[src/rtl/ama_riscv_mem_arbiter.sv]
// ama_riscv_mem_arbiter: round-robin core/host arbiter for one sync memory port with host burst lock
//   ports: clk, rst (sync, active-high)
//          c_req/c_we/c_addr/c_wdata -> c_gnt/c_stall/c_rvalid/c_rdata  (core)
//          h_req/h_we/h_addr/h_wdata/h_lock -> h_gnt/h_rvalid/h_rdata   (host)
//          mem_en/mem_we/mem_addr/mem_wdata -> memory, mem_rdata <- memory (1-cycle read latency)
module ama_riscv_mem_arbiter #(
  parameter int ADDR_W = 14,
  parameter int DATA_W = 32,
  parameter int MAX_LOCK = 16
) (
  input  logic                clk,
  input  logic                rst,
  input  logic                c_req,
  input  logic [DATA_W/8-1:0] c_we,
  input  logic [ADDR_W-1:0]   c_addr,
  input  logic [DATA_W-1:0]   c_wdata,
  output logic                c_gnt,
  output logic                c_stall,
  output logic                c_rvalid,
  output logic [DATA_W-1:0]   c_rdata,
  input  logic                h_req,
  input  logic [DATA_W/8-1:0] h_we,
  input  logic [ADDR_W-1:0]   h_addr,
  input  logic [DATA_W-1:0]   h_wdata,
  input  logic                h_lock,
  output logic                h_gnt,
  output logic                h_rvalid,
  output logic [DATA_W-1:0]   h_rdata,
  output logic                mem_en,
  output logic [DATA_W/8-1:0] mem_we,
  output logic [ADDR_W-1:0]   mem_addr,
  output logic [DATA_W-1:0]   mem_wdata,
  input  logic [DATA_W-1:0]   mem_rdata
);
  localparam int CNT_W = $clog2(MAX_LOCK + 1);
  typedef enum logic {IDLE, LOCKED} state_t;
  state_t           state;
  logic             last_gnt;
  logic [CNT_W-1:0] lock_cnt;
  logic [1:0]       rd_owner_q;
  logic             lock_last;
  // last_gnt: 1 = host won last, so the core wins the next tie
  always_comb begin
    c_gnt     = !rst && state == IDLE && c_req && (!h_req || last_gnt);
    h_gnt     = !rst && h_req && (state == LOCKED || !c_req || !last_gnt);
    c_stall   = c_req && !c_gnt;
    mem_en    = c_gnt || h_gnt;
    mem_we    = c_gnt ? c_we : h_gnt ? h_we : '0;
    mem_addr  = c_gnt ? c_addr : h_gnt ? h_addr : '0;
    mem_wdata = c_gnt ? c_wdata : h_gnt ? h_wdata : '0;
    c_rvalid  = !rst && rd_owner_q[0];
    h_rvalid  = !rst && rd_owner_q[1];
    c_rdata   = c_rvalid ? mem_rdata : '0;
    h_rdata   = h_rvalid ? mem_rdata : '0;
    // the lock-entry grant counts as the first held cycle, so the final LOCKED cycle sees MAX_LOCK-1
    lock_last = lock_cnt >= CNT_W'(MAX_LOCK - 1);
  end
  always_ff @(posedge clk) begin
    if (rst) begin
      state      <= IDLE;
      last_gnt   <= 1'b1;
      lock_cnt   <= '0;
      rd_owner_q <= '0;
    end else begin
      rd_owner_q <= {h_gnt && h_we == '0, c_gnt && c_we == '0};
      if (c_gnt) last_gnt <= 1'b0;
      else if (h_gnt) last_gnt <= 1'b1;
      if (state == IDLE && h_gnt && h_lock) begin
        state    <= LOCKED;
        lock_cnt <= CNT_W'(1);
      end else if (state == LOCKED) begin
        if (!h_lock || lock_last) begin
          state    <= IDLE;
          lock_cnt <= '0;
          last_gnt <= 1'b1;
        end else begin
          lock_cnt <= lock_cnt + 1'b1;
        end
      end
    end
  end
endmodule
[config.mk]
export PLATFORM = sky130hd
export DESIGN_NAME = ama_riscv_mem_arbiter
export DESIGN_NICKNAME = d
export VERILOG_FILES = /design/src/rtl/ama_riscv_mem_arbiter.sv
export SDC_FILE = /design/constraint.sdc
export NUM_CORES = 1
export LEC_CHECK = 0
export ABC_AREA = 0
export CAP_MARGIN = 20
export CORE_AREA = 2 2 100 102
export DETAILED_ROUTE_END_ITERATION = 7
export DIE_AREA = 0 0 102 104
export GPL_ROUTABILITY_DRIVEN = 0
export PLACE_DENSITY = 0.62
export SETUP_SLACK_MARGIN = 0.2
export SYNTH_ARGS = -nofsm -noshare
export SYNTH_HDL_FRONTEND = slang
export SYNTH_SLANG_ARGS = --single-unit
[constraint.sdc]
create_clock -name clk -period 2.2 [get_ports clk]
set_input_delay 0.22 -clock clk [delete_from_list [all_inputs] [get_ports clk]]
set_output_delay 0.22 -clock clk [all_outputs]
set_load 0.005 [all_outputs]
==> results_dict.tcl, run 1 <==
set metrics [dict create \
    r2r-end "last_gnt" \
    multi_input_area_mm2 0.00116 \
    swShare 0.262 \
    coreArea_mm2 0.00955 \
    synth-compound-area-share 0.339 \
    switching_power_mw 0.256 \
    critPathMostFrequentCell "buf_4" \
    ff_latch_area_um2 185 \
    drv_slew 0 \
    fill_cells 969 \
    antenna_cells 0 \
    slowest_stage "dfxtp_4" \
    worst_pin_slew_ns 0.418 \
    drv_cap 0 \
    wl_per_cell_um 15.0 \
    rows 36 \
    dieArea_mm2 0.0106 \
    p_clk_frac 0.200 \
    hold_viol 0 \
    antenna_found_initial 0 \
    viasPerCell 4.24 \
    ys_seq_area_frac 0.123 \
    synthArstFlopShare 0 \
    port_buffers 256 \
    hold_slack_ns 0.487 \
    crit_arrival_ns 1.78 \
    crit_buf_inv 4 \
    holdBufCountCts 0 \
    worstHoldStart "lock_cnt[4]" \
    worstRegToRegCells 6 \
    drtAntennaViolNets 0 \
    drive_gt1_frac 0.166 \
    ys.flop_type "dfxtp_1" \
    ir_drop_mv 0.130 \
    critical_path_class "reg -> out" \
    area_delta_synth_final_pct 203 \
    netlist_instances 187 \
    synth.ff_latch_count 9 \
    synth_fp_nets 326 \
    hold_depth 2 \
    r2r-start "lock_cnt[0]" \
    die_h_um 104 \
    final_core_util 0.466 \
    cts_inserted_buffers 3 \
    clockBufferDepth 2 \
    syn_avg_cell_area_um2 7.85 \
    drc 0 \
    holdCritPathClass "reg -> reg" \
    synth.distinct_cells 30 \
    yosys_warnings 0 \
    path_cells "buf_4 -> nand3b_1 -> and3b_2 -> buf_12 -> buf_4 -> a22o_1 -> dlygate4sd2_1" \
    cts_num_sinks 9 \
    finalClockSkew_ns 0.00135 \
    pwr-share-comb 0.623 \
    synthXorXnorAreaFrac 0 \
    grt_pass1_wl_um 13200 \
    worstSetupStartpointType "register" \
    synth_top_family_by_area "simple AND/OR/NAND/NOR gates" \
    setup_viol 0 \
    powerDensity_mw_per_mm2 220 \
    grt_pass1_vias 2516 \
    drt-total-wl_um 8950 \
    cpLargestDelayFamily "buffers and inverters" \
    fin_crit_sh 0.910 \
    drtIter0Drc 52 \
    cts_max_level 1 \
    p_total_mw 0.977 \
    clock_latency_ns 0.23 \
    initial_core_util 0.154 \
    grt.total_usage 0.158 \
    io-pin-count 257 \
    synth-edff-count 0 \
    cts_tree "done" \
    fp.dieW_um 102 \
    relSlewSlack 0.719 \
    r2r_setup_slack_ns 0.42 \
    fin_crit_ns 2.00 \
    crit_required_ns 1.98 \
    vias 2525 \
    cp_max_fo 25 \
    synth_fa_ha_area_frac 0.0171 \
    rsz0062_at_grt "yes" \
    first_pass_iters 4 \
    clkTransAtPathRegs_ns 0.05 \
    status "completed" \
    grt_max_degree 34 \
    hpwl_um 7030 \
    final_nets 603 \
    p_int_mw 0.720 \
    seqPwrFrac 0.178 \
    syn-cell-area_mm2 0.00147 \
    dp.cells 575 \
    power_leakage_nw 1.88 \
    cp.depth 7 \
    max_freq_mhz 500 \
    yosys.area_share.simple 0.425 \
    grt_overflow 0 \
    critical-path-max-stage-delay_ns 0.36 \
    cp-end-kind "primary output" \
    min_to "lock_cnt[4]" \
    root_buffer "clkbuf_8" \
    synthMuxAreaShare 0.00682 \
    final_cells 596 \
]
-- cell usage in the layout, fill, tap and decap left out, types with 5 or more instances in the layout --
master,n
a22o_1,45
a22o_2,5
and2_1,66
buf_12,9
buf_2,12
buf_4,16
buf_6,5
clkbuf_2,12
clkdlybuf4s15_1,7
clkdlybuf4s50_1,200
dfxtp_1,7
dlygate4sd2_1,24
nand2_1,5
-- power groups by stage --
stage	logic [mW]	registers, mW	clock network (mW)
CTS	0.611	0.174	0.201
floorplan	0.152	0.175	0
finish	0.608	0.174	0.195
detailed placement	0.591	0.177	0
global route	0.649	0.174	0.209
global placement	0.587	0.177	0
-- synth_stat cells (all sizes together) (2+ instances only) --
cell	instances	area [µm²]
a21oi	4	20.0
nand3	2	10.0
and2	66	413
dfxtp	9	180
buf	12	97.6
nor2b	3	26.3
a31oi	3	18.8
inv	3	11.3
clkbuf	6	22.5
nand4b	3	26.3
a22o	50	444
ha	2	25.0
nor4	3	18.8
nand4	4	25.0
nand2	5	18.8
-- layout make-up --
type	count	area share
multi-input combinational	157	0.261
inverter	3	0.00253
sequential	9	0.0416
tap	133	0.0374
timing repair buffer	290	0.647
clock buffer	4	0.0101
-- metal layers --
metal  share of wire  global-route usage  up-vias
li1                -                   -     1248
met1            0.35               0.163     1115
met2            0.55               0.313      154
met3           0.094              0.0343        8
met4           0.014              0.0400        0
met5               0                   0        -
-- registers in the layout (all words and copies together), names as in the netlist --
signal / cells
rd_owner_q: 2
last_gnt: 1
lock_cnt: 5
state: 1
-- through the flow --
step,cell area [µm²],worst slack [ns],TNS (ns)
detailed placement,4270,-0.0985,-4.35
finish,4450,0.198,0
CTS,4470,0.204,0
floorplan,1470,0.332,0
global route,4450,0.123,0
global placement,4270,-0.0964,-3.89
-- what timing repair did --
action,4_1_cts,5_1_grt
gates resized for setup,110,30
setup endpoints to repair,119,73
pin swaps,2,1
cloned,4,1
buffers inserted,12,0
-- kinds of logic (layout without fill, tap and decap cells) --
kind of cell	count (synthesis)	count (layout)
adder cells (fa/ha/maj)	2	2
AO/OA/AOI/OAI	59	59
buffers and inverters	21	297
AND/OR/NAND/NOR	95	95
flip-flops	9	9
multiplexers	1	1
-- worst min-delay path, stage by stage, from the launching register on --
cell     delay, ns
dfxtp_1       0.32
nand2_1       0.06
a21oi_1       0.05
-- how the worst max path moves through the flow --
stage / start / to / slack (ns)
floorplan: lock_cnt[0] / last_gnt / 0.33
global placement: rst / mem_addr[11] / -0.1
detailed placement: rst / mem_wdata[28] / -0.1
CTS: last_gnt / mem_wdata[30] / 0.20
global route: last_gnt / mem_addr[4] / 0.12
finish: last_gnt / mem_wdata[30] / 0.20
(Power assumes the default switching activity.)
==> run 2: changes to the inputs <==
Settings changed: PLACE_DENSITY 0.62 to default, PLACE_DENSITY_LB_ADDON from default to 0.08.
Clock period 2.2 ns to 1.6 ns, I/O delays scaled along.
==> results_dict.tcl, run 2 (synthesis gave the netlist of run 1 again) <==
set metrics [dict create \
    reg.largest.list "lock_cnt (5), rd_owner_q (2)" \
    setup_ws_ns -0.224 \
    max_freq_mhz 548 \
    drv_slew 0 \
    area_delta_synth_final_pct 266 \
    wl_per_cell_um 17.1 \
    final_core_util 0.562 \
    slowest_stage "dfxtp_2" \
    holdBufCountCts 0 \
    fin_crit_ns 1.82 \
    io-pin-count 257 \
    dp.cells 576 \
    cts_num_sinks 9 \
    clkTransAtPathRegs_ns 0.04 \
    p_total_mw 1.45 \
    final_nets 644 \
    cp_max_fo 10 \
    antenna_found_initial 0 \
    finalClockSkew_ns 0.00344 \
    drv_cap 0 \
    violations "setup timing" \
    cts_tree "done" \
    tns_ns -8.92 \
    largest_register "lock_cnt" \
    r2r_setup_slack_ns 0.02 \
    fp.dieW_um 102 \
    initial_core_util 0.154 \
    largest_reg_flops 5 \
    grt.total_usage 0.191 \
    drc 0 \
    worst_pin_slew_ns 0.348 \
    vias 2768 \
    clock_latency_ns 0.23 \
    ir_drop_mv 0.186 \
    cp-end-kind "primary output" \
    dieArea_mm2 0.0106 \
    final_cell_area_mm2 0.00537 \
    final_cells 637 \
    fin_crit_sh 1.14 \
    drtAntennaViolNets 0 \
    path_cells "nand3b_1 -> and3b_2 -> buf_6 -> buf_12 -> buf_6 -> a22o_1 -> buf_2" \
    dpl-instance-area_mm2 0.00431 \
    grt_pass1_wl_um 15800 \
    drive_gt1_frac 0.563 \
    grt_pass1_vias 2854 \
    die_h_um 104 \
    critical-path-max-stage-delay_ns 0.33 \
    setup_viol 59 \
    grt_overflow 0 \
    rsz0062_at_grt "yes" \
    clockBufferDepth 2 \
    hpwl_um 7740 \
    viasPerCell 4.35 \
    antenna_cells 0 \
    grt_max_degree 14 \
    root_buffer "clkbuf_8" \
    mostFrequentLayoutCells "133 x clkdlybuf4s50_1, 101 x buf_6, 58 x and2_4" \
    critical_path_class "reg -> out" \
    first_pass_iters 5 \
    port_buffers 256 \
    drtIter0Drc 41 \
    worstSetupStartpointType "register" \
    crit_arrival_ns 1.66 \
    powerDensity_mw_per_mm2 271 \
    crit_required_ns 1.44 \
    hold_viol 0 \
    final_common_cell "clkdlybuf4s50_1" \
    cts_max_level 1 \
    drt-total-wl_um 10900 \
    status "finished with violations" \
    rows 36 \
    critPathMostFrequentCell "buf_6" \
    relSlewSlack 0.766 \
    power_leakage_nw 2.46 \
    holdCritPathClass "in -> reg" \
    cts_inserted_buffers 3 \
    coreArea_mm2 0.00955 \
]
-- run 2: cell count changes in the layout (fill, tap and decap cells not counted), moves of 6 or more --
| cell | before | now |
|---|---|---|
| buf_6 | 5 | 101 |
| clkdlybuf4s50_1 | 200 | 133 |
| and2_1 | 66 | 8 |
| and2_4 | 0 | 58 |
| buf_2 | 12 | 52 |
| dlygate4sd2_1 | 24 | 2 |
| clkbuf_2 | 12 | 1 |
| buf_16 | 3 | 12 |
| buf_4 | 16 | 9 |
| clkdlybuf4s15_1 | 7 | 1 |
-- run 2: per-stage QoR --
step / setup slack [ns] / hold slack, ns
2_1_floorplan: -0.102 / 0.222
3_3_place_gp: -0.619 / 0.500
3_5_place_dp: -0.618 / 0.510
4_1_cts: -0.231 / 0.393
5_1_grt: -0.288 / 0.409
6_report: -0.224 / 0.396
-- run 2: timing repair --
| item | CTS | global route |
|---|---|---|
| buffers inserted | 35 | 4 |
| endpoints found under the setup margin | 127 | 113 |
| cloned | 16 | 2 |
| pin swaps | 44 | 26 |
| resized for setup | 604 | 88 |
-- run 2: report_power, final --
part	total, mW	switching (mW)	internal [mW]
clock	0.269	0.0947	0.174
sequential	0.239	0.00744	0.232
combinational	0.946	0.288	0.658
-- run 2: worst paths after layout --
| check | startpoint | cells after the start | end |
|---|---|---|---|
| worst min-delay path | rst | 3 | state |
| worst min register to register | lock_cnt[4] | 2 | lock_cnt[4] |
| worst max-delay path | state | 7 | mem_addr[3] |
| worst max register to register | lock_cnt[0] | 6 | last_gnt |
-- run 2: critical path, delay by kind of cell (launching register included) --
family / cells / cell delay, ns
and+or+nand+nor: 2 / 0.39
buffers and inverters: 4 / 0.53
DFF: 1 / 0.33
AOI/OAI and AO/OA: 1 / 0.18
-- run 2: layout make-up --
cell class / count / area, µm²
sequential: 9 / 190
timing repair buffer: 331 / 3540
tap: 133 / 166
multi-input combinational: 157 / 1420
fill: 908 / 4180
clock buffer: 4 / 45.0
inverter: 3 / 11.3
-- run 2: per-layer routing --
metal | global-route usage | wire length [µm] | up-vias
met5 | 0 | 0 | -
met4 | 0.0467 | 194 | 0
met3 | 0.0343 | 799 | 12
met2 | 0.403 | 6280 | 140
met1 | 0.179 | 3620 | 1276
li1 | - | - | 1340
